<file path="src/rtl/bin2bcd_seq_ctrl.sv">
// Sequential signed binary-to-BCD converter (double-dabble), one shift per enabled cycle.
// A start/busy/done handshake sequences the conversion; H/T/U/sign stay registered between results.
module bin2bcd_seq_ctrl #(
  parameter int WORD_LENGTH = 8,
  parameter int CNT_W       = 4
) (
  input  logic                   clk,
  input  logic                   reset,
  input  logic                   enable,
  input  logic                   start,
  input  logic [WORD_LENGTH-1:0] bin,
  output logic                   busy,
  output logic                   done,
  output logic [3:0]             H,
  output logic [3:0]             T,
  output logic [3:0]             U,
  output logic                   sign
);

  typedef enum logic [1:0] {
    IDLE = 2'd0,
    CONV = 2'd1,
    DONE = 2'd2
  } stateT;

  stateT                  state;
  stateT                  stateNext;
  logic [CNT_W-1:0]       shiftCnt;
  logic [WORD_LENGTH-1:0] magReg;
  logic [WORD_LENGTH-1:0] magLoad;
  logic [WORD_LENGTH-1:0] magShift;
  logic [3:0]             digH, digT, digU;
  logic [3:0]             adjH, adjT, adjU;
  logic [3:0]             nextH, nextT, nextU;
  logic                   signReg;
  logic                   lastShift;
  logic                   accept;

  function automatic logic [3:0] add3(input logic [3:0] d);
    return (d >= 4'd5) ? d + 4'd3 : d;
  endfunction

  // Negating in W bits gives 2^(W-1) as an unsigned W-bit value, so the most negative input is exact.
  assign magLoad   = bin[WORD_LENGTH-1] ? (~bin) + WORD_LENGTH'(1) : bin;
  assign lastShift = (shiftCnt == CNT_W'(WORD_LENGTH - 1));
  assign accept    = enable && start && (state != CONV);

  // All digits are corrected from their pre-shift values, then the whole chain shifts as one.
  assign adjH = add3(digH);
  assign adjT = add3(digT);
  assign adjU = add3(digU);
  assign {nextH, nextT, nextU, magShift} = {adjH, adjT, adjU, magReg} << 1;

  always_ff @(posedge clk) begin
    if (reset) state <= IDLE;
    else       state <= stateNext;
  end

  always_comb begin
    // NOTE: assigning a default before the case keeps this combinational block free of latches.
    stateNext = state;
    if (enable) begin
      case (state)
        IDLE:    if (start) stateNext = CONV;
        CONV:    if (lastShift) stateNext = DONE;
        DONE:    stateNext = start ? CONV : IDLE;
        default: stateNext = IDLE;
      endcase
    end
  end

  always_comb begin
    busy = (state == CONV);
    done = (state == DONE) && enable;
  end

  always_ff @(posedge clk) begin
    // NOTE: registered state uses non-blocking assignments so every flop samples pre-edge values.
    if (reset) begin
      shiftCnt <= '0;
      magReg   <= '0;
      digH     <= '0;
      digT     <= '0;
      digU     <= '0;
      signReg  <= 1'b1;
      H        <= '0;
      T        <= '0;
      U        <= '0;
      sign     <= 1'b1;
    end else if (enable) begin
      if (accept) begin
        signReg  <= ~bin[WORD_LENGTH-1];
        magReg   <= magLoad;
        digH     <= '0;
        digT     <= '0;
        digU     <= '0;
        shiftCnt <= '0;
      end else if (state == CONV) begin
        digH     <= nextH;
        digT     <= nextT;
        digU     <= nextU;
        magReg   <= magShift;
        shiftCnt <= shiftCnt + CNT_W'(1);
        // Results are published on the final shift so they are valid throughout the done cycle.
        if (lastShift) begin
          H    <= nextH;
          T    <= nextT;
          U    <= nextU;
          sign <= signReg;
        end
      end
    end
  end

endmodule

</file>
<file path="config.mk">
export PLATFORM = sky130hd
export DESIGN_NAME = bin2bcd_seq_ctrl
export DESIGN_NICKNAME = d
export VERILOG_FILES = /design/src/rtl/bin2bcd_seq_ctrl.sv
export SDC_FILE = /design/constraint.sdc
export NUM_CORES = 1
export LEC_CHECK = 0
export CORE_MARGIN = 2
export CORE_UTILIZATION = 45
export DETAILED_ROUTE_END_ITERATION = 12
export HOLD_SLACK_MARGIN = 0.15
export PLACE_DENSITY = 0.68
export REMOVE_ABC_BUFFERS = 1
export SLEW_MARGIN = 20
export SYNTH_ARGS = -nofsm -noshare
export SYNTH_HDL_FRONTEND = slang
export SYNTH_SLANG_ARGS = --single-unit
</file>
<file path="constraint.sdc">
create_clock -name clk -period 2.4 [get_ports clk]
set_clock_uncertainty 0.15 [all_clocks]
set_input_delay 0.48 -clock clk [delete_from_list [all_inputs] [get_ports clk]]
set_output_delay 0.48 -clock clk [all_outputs]
set_load 0.005 [all_outputs]
</file>
==> run metrics <==
Syn Inst Count 209; htree depth 2; die height 68.8 microns; worst endpoint data arrival time 1.62 ns; die width 68.8 microns; placed cells 284; Tightest Pin Transition 0.582 ns; wire length per cell 13.6 microns; max-cap violations 0; DR pass1 iterations 6; Core Box Area 0.00403 sq mm; critical path class input pin to primary output; # DRC 0; worst-path cell chain clkdlybuf4s50_1 > nand2_1 > nor2_1 > clkdlybuf4s50_1; Setup-failing EPs final 0; CTS tree built; Peak Freq 445 MHz; Pwr Density 583 mW/mm^2; register bit total from synthesis 40; Crit path largest cell delay 0.51 ns; hold path depth 2; Antenna Cells 0; first-iteration detailed-routing DRC count 104; Final Max Slew Viols 0; HP Class flip-flop to flip-flop; root buffer cell clkbuf_8; total routed wirelength 3980 microns; full die area 0.00473 sq mm; Initial Utilization 0.469; Sink Count 40; warnings from Yosys 0; via count 1592; via-per-instance ratio 5.45; crit-path max FO 2; CTS Hold Buffers Added 0; slew margin rel. 0.610; most frequent cells in the layout dfxtp_1, clkdlybuf4s50_1, nor2_1, a21oi_1, nand2_1; Setup Slack @ Placement 0.152 ns; total power 1.36 mW; worst-case reg-to-reg path depth 6; WHS 0.322 ns; antenna violations before repair 0; GPL Wtd Cong 0.872; Detail Route Antenna Nets 0; Post-CTS Setup Repair Bufs 0; layout cell share with drive strength beyond 1 0.107; synthesized area per cell 9.04 sq um; Critical-path top delay cell clkdlybuf4s50_1; Crit. End Element primary output; final core utilization 0.580; reg-to-reg critical path startpoint digU[0]; Worst VDD drop 453 uV; register-to-register path setup slack 0.63 ns; Final #Nets 261; largest net degree at the start of global routing 23; hold endpoint U[1]; Critical Path Start Type input pin; global-route usage over all layers 0.191; setup TNS 0 ns; Synth-to-Final Area Change 23.6%; vias in the first global route 1439; CTS Buffer Depth 2; Buffers on Ports 26; status complete, no violations; WP data required 1.77 ns; Final min period 2.25 ns; IO Count 27; Remaining Overflow, GRT 0; first-pass GRT wire length 6650 microns; clock-pin slew on the worst setup and hold paths 0.08 ns; post-route cell area 0.00234 sq mm; post-synth cell types 42; Non-Filler Instances 292; commonest non-fill, non-tap cell in the layout dfxtp_1; post-cts gate resize count 0; most used cell, CP clkdlybuf4s50_1; Hold Crit Start U[1]; Worst-Skew Late Latency 0.30 ns; DP Area 0.00222 sq mm; crit share post-route 0.936; Num CTS Buffers 5; setup ws final 0.152 ns; sequential area share after synthesis 0.424; leakage 0.815 nW; row cnt 23; mapped cell area 0.00189 sq mm; RSZ-0062 raised after global routing false; Hold Violations, Final 0; HPWL after DPL 2790 microns; Crit Reg-Reg Endpoint U[2]
critical path: cells and delay by family:
family	cells	cell delay (ns)
buffers and inverters	2	0.98
and+or+nand+nor	2	0.15
worst max path at each step:
stage          cells after the start    to  slack (ns)   start
2_1_floorplan                      4  H[2]        0.24  enable
4_1_cts                            4  done        0.15  enable
3_5_place_dp                       4  done        0.15  enable
5_1_grt                            4  done        0.08  enable
3_3_place_gp                       4  done        0.18  enable
6_report                           4  done        0.15  enable
layer usage:
metal,track usage,vias to the layer above,wire length [microns]
li1,-,821,-
met1,0.240,734,1880
met2,0.311,33,1900
met3,0.0601,4,162
met4,0.0588,0,40
met5,0,-,0
sequential cells by signal (all words and copies together) (netlist names), 4 cells and up:
signal	count
digT	4
U	4
shiftCnt	4
digH	4
H	4
T	4
digU	4
magReg	8
logic make-up (layout without fill, tap and decap cells):
group                    Yosys count  in the layout  synth area share
AND/OR/NAND/NOR                   64             64             0.167
AO/OA/AOI/OAI                     63             63             0.236
flip-flops                        40             40             0.424
buffers and inverters             20             53            0.0490
adder cells (fa/ha/maj)            8              8            0.0530
XOR/XNOR                           8              8            0.0371
multiplexers                       6              6            0.0344
final cells by class:
class	instances	area (sq um)
tap	50	62.6
inverter	10	37.5
fill	374	1690
clock buffer	5	68.8
clock inverter	3	42.5
multi-input combinational	149	996
sequential	40	801
timing repair buffer	35	328
synthesized netlist by cell type, drive strengths merged:
master / number / area [sq um]
a211oi: 5 / 37.5
nand2: 15 / 56.3
nor3b: 4 / 30.0
a2111oi: 3 / 45.0
a21boi: 2 / 15.0
xor2: 2 / 17.5
nand3: 3 / 15.0
buf: 5 / 36.3
a22oi: 3 / 22.5
mux2i: 2 / 20.0
a222oi: 1 / 10.0
o221ai: 3 / 26.3
nor4: 1 / 6.26
and3b: 1 / 8.76
o311ai: 1 / 8.76
o211a: 1 / 10.0
inv: 10 / 37.5
nand4: 1 / 6.26
a21oi: 16 / 80.1
clkbuf: 5 / 18.8
a311oi: 2 / 17.5
or4: 1 / 7.51
xnor2: 6 / 52.6
nand3b: 2 / 15.0
o21ai: 10 / 50.0
nor2b: 2 / 12.5
ha: 8 / 100
o31ai: 1 / 7.51
nor4b: 1 / 8.76
mux2: 4 / 45.0
o22ai: 6 / 37.5
nand2b: 4 / 25.0
dfxtp: 40 / 801
nor2: 25 / 104
o21a: 1 / 7.51
o2bb2ai: 8 / 70.1
nor3: 4 / 20.0
power by group:
part	internal, mW	switching (mW)
Sequential	0.677	0.00884
Combinational	0.0533	0.0644
Clock	0.308	0.250
(Power assumes the default switching activity.)
